--- config.mk ---
export PLATFORM = sky130hd
export DESIGN_NAME = pwm_dac
export DESIGN_NICKNAME = d
export VERILOG_FILES = /design/src/rtl/pwm_dac.sv
export SDC_FILE = /design/constraint.sdc
export NUM_CORES = 1
export LEC_CHECK = 0
export CORE_MARGIN = 2
export CORE_UTILIZATION = 53
export DETAILED_ROUTE_END_ITERATION = 12
export GPL_ROUTABILITY_DRIVEN = 0
export PLACE_DENSITY = 0.77
export SETUP_SLACK_MARGIN = 0.3
export SLEW_MARGIN = 10
export SYNTH_ARGS = -nofsm -noshare
export SYNTH_HDL_FRONTEND = slang
export SYNTH_SLANG_ARGS = --single-unit
--- constraint.sdc ---
create_clock -name src_clk -period 1.73 [get_ports src_clk]
set_input_delay 0.346 -clock src_clk [delete_from_list [all_inputs] [get_ports src_clk]]
set_output_delay 0.346 -clock src_clk [all_outputs]
set_load 0.02 [all_outputs]
--- src/rtl/pwm_dac.sv ---
// pwm_dac -- turns each DDS sine sample into one fixed-period PWM waveform on a
// single pin that drives the board RC filter.
//
// Samples come in over a valid/ready handshake and land in a one-entry shadow
// register. The shadow register is copied into the active duty only when a
// period wraps, so the duty never changes part-way through a period.
//
// Ports:
//   src_clk      in   system clock, rising edge
//   rst          in   synchronous active-high reset
//   ena          in   run enable; low freezes the counter and holds pwm_out low
//   sample       in   DATA_W-bit duty value from the DDS
//   sample_valid in   sample is valid this cycle
//   sample_ready out  shadow register is empty
//   pwm_out      out  registered PWM output
//   period_start out  one-cycle pulse on the first cycle of each period (cnt==0)
//   underrun     out  one-cycle pulse when a period starts with no new sample

module pwm_dac #(
  parameter int DATA_W     = 7,
  parameter int PERIOD     = 128,
  parameter int RESET_DUTY = 64,
  parameter int INVERT     = 0
) (
  input  logic              src_clk,
  input  logic              rst,
  input  logic              ena,
  input  logic [DATA_W-1:0] sample,
  input  logic              sample_valid,
  output logic              sample_ready,
  output logic              pwm_out,
  output logic              period_start,
  output logic              underrun
);

  localparam int CNT_W = (PERIOD > 2) ? $clog2(PERIOD) : 1;
  // The compare runs at the wider of the two widths, so a duty of PERIOD or
  // more is never truncated and simply saturates to constant high.
  localparam int CMP_W = (CNT_W > DATA_W) ? CNT_W : DATA_W;

  localparam logic [CNT_W-1:0]  CNT_LAST = CNT_W'(PERIOD - 1);
  localparam logic [DATA_W-1:0] DUTY_RST = DATA_W'(RESET_DUTY);
  localparam logic              INV      = (INVERT != 0);

  logic [CNT_W-1:0]  cnt_q, cnt_d;
  logic [DATA_W-1:0] active_q, active_d;
  logic [DATA_W-1:0] shadow_q, shadow_d;
  logic              shadow_full_q, shadow_full_d;
  logic              pwm_q, pwm_d;
  logic              period_start_q, period_start_d;
  logic              underrun_q, underrun_d;

  logic              accept;
  logic              wrap;
  logic              pwm_raw;
  logic [CMP_W-1:0]  cnt_ext;
  logic [CMP_W-1:0]  active_ext;

  always_comb begin
    cnt_d          = cnt_q;
    active_d       = active_q;
    shadow_d       = shadow_q;
    shadow_full_d  = shadow_full_q;
    pwm_d          = 1'b0;
    period_start_d = 1'b0;
    underrun_d     = 1'b0;

    accept     = sample_valid && !shadow_full_q;
    wrap       = ena && (cnt_q == CNT_LAST);
    cnt_ext    = CMP_W'(cnt_q);
    active_ext = CMP_W'(active_q);
    pwm_raw    = (cnt_ext < active_ext);

    if (accept) begin
      shadow_d      = sample;
      shadow_full_d = 1'b1;
    end

    if (ena) begin
      cnt_d = wrap ? '0 : cnt_q + CNT_W'(1);
      pwm_d = pwm_raw ^ INV;
    end

    // The transfer decision looks at shadow_full before this edge. When the
    // shadow was empty, a sample accepted on this same edge stays in the
    // shadow until the next wrap and the period still reports an underrun.
    if (wrap) begin
      period_start_d = 1'b1;
      if (shadow_full_q) begin
        active_d      = shadow_q;
        shadow_full_d = 1'b0;
      end else begin
        underrun_d = 1'b1;
      end
    end
  end

  always_ff @(posedge src_clk) begin
    if (rst) begin
      cnt_q          <= '0;
      active_q       <= DUTY_RST;
      shadow_q       <= DUTY_RST;
      shadow_full_q  <= 1'b0;
      pwm_q          <= 1'b0;
      period_start_q <= 1'b0;
      underrun_q     <= 1'b0;
    end else begin
      cnt_q          <= cnt_d;
      active_q       <= active_d;
      shadow_q       <= shadow_d;
      shadow_full_q  <= shadow_full_d;
      pwm_q          <= pwm_d;
      period_start_q <= period_start_d;
      underrun_q     <= underrun_d;
    end
  end

  assign sample_ready = !shadow_full_q;
  assign pwm_out      = pwm_q;
  assign period_start = period_start_q;
  assign underrun     = underrun_q;

endmodule

==> flow_summary.ini, run 1 <==
[status]
outcome = finished clean

[worst_setup_path]
path_max_fanout = 2
signal_arrival_time_at_the_worst_endpoint_ns = 1.68
criticalPathCategory = flip-flop to flip-flop
worst_setup_sp_type = flip-flop
critPathCaptureType = flip-flop
cp_data_required_time_ns = 2.02

[synthesis]
post_synth_num_cell_types = 31
synth-warning-count = 0
syn-instance-count = 125
syn-num-nets = 143
mappedNetlistArea_mm2 = 0.00116
postSynthRegisterBits = 25
ys_seq_area_share_pct = 43.3
syn_area_per_cell_um2 = 9.25

[place]
placed_cells_incl_taps = 166
dpl-instance-area_mm2 = 0.00132
place_worst_setup_slack_ns = 0.00191
io_buffers = 14
place_hpwl_mm = 1.73

[sta]
min_period_ns = 1.39
worst_hold_slack_ns = 0.487
final_setup_violation_count = 0
post-route-period-util_pct = 80.4
setup_ws_post_layout_ns = 0.339
clock_skew_ns = 0.00485
max_freq_mhz = 719
setup_repair_after_global_routing_missed_its_margin = true
setup_total_negative_slack_ns = 0
tightest_slew_ns = 0.370
final_count_of_hold_timing_violations = 0
slew_viol_final = 0
slew_headroom_pct = 74.7

[clock_network]
cts_tree = built
cts_buffers = 3
cts_buffer_depth = 2
root_buffer = clkbuf_4
ctsHtreeMaxLevel = 1
clk_transition_reported_paths_ns = 0.14
total_number_of_clock_tree_sinks = 25
clk_latency_ns = 0.33

[detailed_routing]
routed_wirelength_mm = 2.37
detailedRoute.firstPassIterationCount = 4
via_count = 977
drt_iter0_drc = 35
drc_errors = 0
drt-vias-per-instance = 5.68
drtAntennaViolNets = 0
wire_per_inst_um = 13.8

[cells_and_area]
antennaDiodeCount = 0
layout.cells.non_filler = 172
layout_area_growth_over_synthesis_pct = 21.5
final_nets = 164
final_cell_area_mm2 = 0.00141
drive_above_1_share_pct = 16.6
final_core_utilization_pct = 70.2

[global_routing]
first_global_vias = 928
grt_max_degree = 21
grt_use_total_pct = 21.5
gr-total-overflow = 0
first_pass_grt_wire_length_mm = 4.09
grt_antenna_before_repair = 0

[floorplanning]
dieHeight_um = 50.7
cell_rows = 16
start_util_pct = 57.8
core_area_mm2 = 0.00200
chipWidth_um = 50.7
die_area_mm2 = 0.00257
num_io_pins = 15

[power_and_ir_drop]
static-leakage-power_nw = 0.542
powerDensity_mw_per_mm2 = 714
report.power.total_mw = 1.00
power.ir.vdd_worst_mv = 0.584

[min_path]
min_path_type = flip-flop to flip-flop

[job]
cap_violations = 0
## layout make-up
type / count / area, um2
clock buffers: 3 / 22.5
clock inverters: 1 / 7.51
fillers: 161 / 597
inverters: 8 / 30.0
multi-input cells: 84 / 592
flip-flops and latches: 25 / 508
well taps: 27 / 33.8
repair buffers: 24 / 211
## cells by family (layout without fill, tap and decap cells)
logic type | count (synthesis) | count (layout) | share of synthesized area (%)
AOI/OAI and AO/OA | 25 | 25 | 13.4
xor gates and xnor gates | 3 | 3 | 2.27
adders and majority gates | 7 | 7 | 7.58
buffers and inverters | 16 | 36 | 8.44
DFF | 25 | 25 | 43.3
muxes | 7 | 7 | 6.06
and+or+nand+nor | 42 | 42 | 18.9
## flip-flops by register name, indices dropped and copies added (netlist names)
signal,cells
shadow_full_q,1
cnt_ext,7
underrun,1
active_ext,7
shadow_q,7
period_start,1
pwm_out,1
## critical path, cell delays in order (launching register included)
cell and delay (ns):
dfxtp_4 0.37, ha_4 0.23, a21o_1 0.20, a2111oi_4 0.36, o31a_1 0.18
## synthesized netlist by cell type (all sizes together)
master	instances	area share [%]
dfxtp	25	43
nor2	13	4.2
nand4	10	5.4
inv	8	2.6
a21oi	7	3.0
ha	7	7.6
mux2i	7	6.1
o21ai	7	3.0
buf	5	4.0
nand2	4	1.3
nand3	4	1.7
clkbuf	3	1.8
xor2	3	2.3
a2111oi	2	1.5
a31oi	2	1.1
nand2b	2	1.1
nor2b	2	1.1
nor3	2	0.87
o22ai	2	1.1
or3	2	1.1
a211o	1	0.76
a21o	1	0.65
a311o	1	0.87
and3	1	0.65
and4	1	0.76
o21a	1	0.65
o31a	1	0.76
or3b	1	0.76
## per-layer routing
layer / up-vias / track usage, % / part of all wire (%)
met5: - / 0 / 0
met4: 0 / 10.8 / 2.9
met3: 8 / 3.87 / 4.1
met2: 27 / 34.6 / 47
met1: 455 / 27.6 / 46
li1: 487 / - / -
## cell usage in the layout (no fill, tap or decap), types with 3 or more instances in the layout
cell	netlist	layout
dfxtp_1	25	21
nor2_1	13	13
nand4_1	10	10
clkdlybuf4s50_1	0	10
buf_4	1	10
inv_1	8	7
o21ai_0	7	7
a21oi_1	7	7
mux2i_1	7	7
ha_1	7	5
nand3_1	4	4
nand2_1	4	4
xor2_1	3	3
dfxtp_2	0	3
clkbuf_4	0	3
dlygate4sd2_1	0	3
## final timing paths
check,from,end,slack [ns],cells past startpoint
setup reg to reg,cnt_ext[5],pwm_out,0.34,4
hold reg to reg,shadow_q[0],active_ext[0],0.49,2
setup / recovery,cnt_ext[5],pwm_out,0.34,4
hold / removal,shadow_q[0],active_ext[0],0.49,2
## report_power, final
part,switching (mW),total [mW],internal (mW)
sequential,0.0155,0.612,0.596
combinational,0.0564,0.122,0.0660
clock,0.181,0.269,0.0887
## repair_timing
action	4_1_cts	5_1_grt
setup buffers	0	2
setup endpoints to repair	6	9
gates resized for setup	11	5
hold buffers	0	0
pin swaps	1	2
Power figures use the tool's default switching activity.
==> run 2, diff against run 1 <==
==> constraint.sdc (replaced) <==
create_clock -name src_clk -period 1.4 [get_ports src_clk]
set_input_delay 0.28 -clock src_clk [delete_from_list [all_inputs] [get_ports src_clk]]
set_output_delay 0.28 -clock src_clk [all_outputs]
set_load 0.02 [all_outputs]
==> flow_summary.ini, run 2 (synthesis gave the netlist of run 1 again) <==
[global_routing]
first_pass_grt_wire_length_mm = 4.43
grt.busiest_layer = met2
first_global_vias = 1006
gr-total-overflow = 0
globalRouteMet2Util_pct = 36.8
grt_max_degree = 19
global_route.usage.met3_pct = 3.87
grt_use_total_pct = 22.5
grt_antenna_before_repair = 0
global_route.usage.met1_pct = 29.3

[detailed_routing]
drc_errors = 0
wire_per_inst_um = 17.0
routed_wirelength_mm = 3.17
via_count = 1098
drt_iter0_drc = 23
drtAntennaViolNets = 0
drt-vias-per-instance = 5.87
detailedRoute.firstPassIterationCount = 4

[floorplanning]
cell_rows = 16
core_area_mm2 = 0.00200
dieHeight_um = 50.7
chipWidth_um = 50.7
die_area_mm2 = 0.00257
num_io_pins = 15
start_util_pct = 57.8

[worst_setup_path]
crit_path_cell_trace = ha_1 > a2111oi_4 > o31a_1
criticalPathCategory = flip-flop to flip-flop
signal_arrival_time_at_the_worst_endpoint_ns = 1.60
slowest_stage = dfxtp_2
worst_setup_sp_type = flip-flop
critical-path-max-stage-delay_ns = 0.37
critPathCaptureType = flip-flop
path_max_fanout = 5
cp_data_required_time_ns = 1.68

[clock_network]
root_buffer = clkbuf_4
cts_buffer_depth = 2
cts_buffers = 3
cts_tree = built
cts_hold_repair.buffers = 0
clk_latency_ns = 0.33
total_number_of_clock_tree_sinks = 25
ctsHtreeMaxLevel = 1
clk_transition_reported_paths_ns = 0.14

[job]
cap_violations = 0

[place]
placed_cells_incl_taps = 171
place_hpwl_mm = 1.72
io_buffers = 14

[cells_and_area]
final_common_cell = buf_4
final_cell_mix = buf_4 (18), dfxtp_1 (13), nor2_1 (12)
final_nets = 179
drive_above_1_share_pct = 38.8
final_core_utilization_pct = 81.7
layout_area_growth_over_synthesis_pct = 41.5
layout.cells.non_filler = 187
antennaDiodeCount = 0

[sta]
tightest_slew_ns = 0.341
final_count_of_hold_timing_violations = 0
setup_repair_after_global_routing_missed_its_margin = true
min_period_ns = 1.32
clock_skew_ns = 0.0141
slew_headroom_pct = 77.2
worst_hold_slack_ns = 0.465
slew_viol_final = 0
final_setup_violation_count = 0
post-route-period-util_pct = 94.2
max_freq_mhz = 758

[power_and_ir_drop]
powerDensity_mw_per_mm2 = 792
power.ir.vdd_worst_mv = 0.785
report.power.total_mw = 1.30
static-leakage-power_nw = 0.646

[min_path]
min_path_type = input pin to flip-flop

[status]
outcome = finished clean
==> run 2: cell types whose count changed in the layout (fill, tap and decap cells not counted), sizes merged <==
cell           before  now
clkinvlp            1    0
clkdlybuf4s50      10    8
clkdlybuf4s15       1    0
clkbuf              3    5
buf                10   28
dlygate4sd2         3    2
==> run 2: worst max-delay path, delay by kind of cell (launching register included) <==
family	cells	cell delay, ns
compound gates	2	0.54
fa+ha+maj	1	0.36
flops	1	0.37
==> run 2: per-layer routing <==
layer  vias up  wire (um)  part of all wire [%]
met5         -          0                     0
met4         0        103                   3.2
met3        12        162                   5.1
met2        37       1560                    49
met1       531       1350                    42
li1        518          -                     -
==> run 2: what timing repair did <==
item                       4_1_cts  5_1_grt
resized for setup               36       24
setup buffers                    4        7
pin swaps                       15       10
setup endpoints to repair       27       26
cloned                           0        1
==> run 2: worst paths after layout <==
path | startpoint | to | slack [ns] | depth (start not counted)
worst max-delay path | cnt_ext[6] | pwm_out | 0.08 | 3
worst min-delay path | sample_valid | shadow_full_q | 0.46 | 3
worst max register to register | cnt_ext[6] | pwm_out | 0.08 | 3
worst min register to register | active_ext[3] | active_ext[3] | 0.47 | 2
==> run 2: stage by stage <==
step	area [um2]	TNS [ns]	setup slack, ns
finish	1640	0	0.0809
global route	1640	0	0.0391
CTS	1490	0	0.103
detailed placement	1400	-3.19	-0.217
global placement	1400	-2.61	-0.159
floorplan	1200	0	0.166
==> run 2: final cells by class <==
cell class                      count  area [um2]
Clock buffer                        4        26.3
Fill cell                         122         367
Inverter                            8        30.0
Multi-Input combinational cell     84         649
Sequential cell                    25         528
Tap cell                           27        33.8
Timing Repair Buffer               39         368
==> run 2: where the power goes <==
part	switching (mW)	total (mW)	internal [mW]	leakage, nW
clock	0.216	0.327	0.112	0.0150
sequential	0.0219	0.755	0.734	0.209
combinational	0.0871	0.213	0.126	0.422
total	0.325	1.30	0.971	0.646
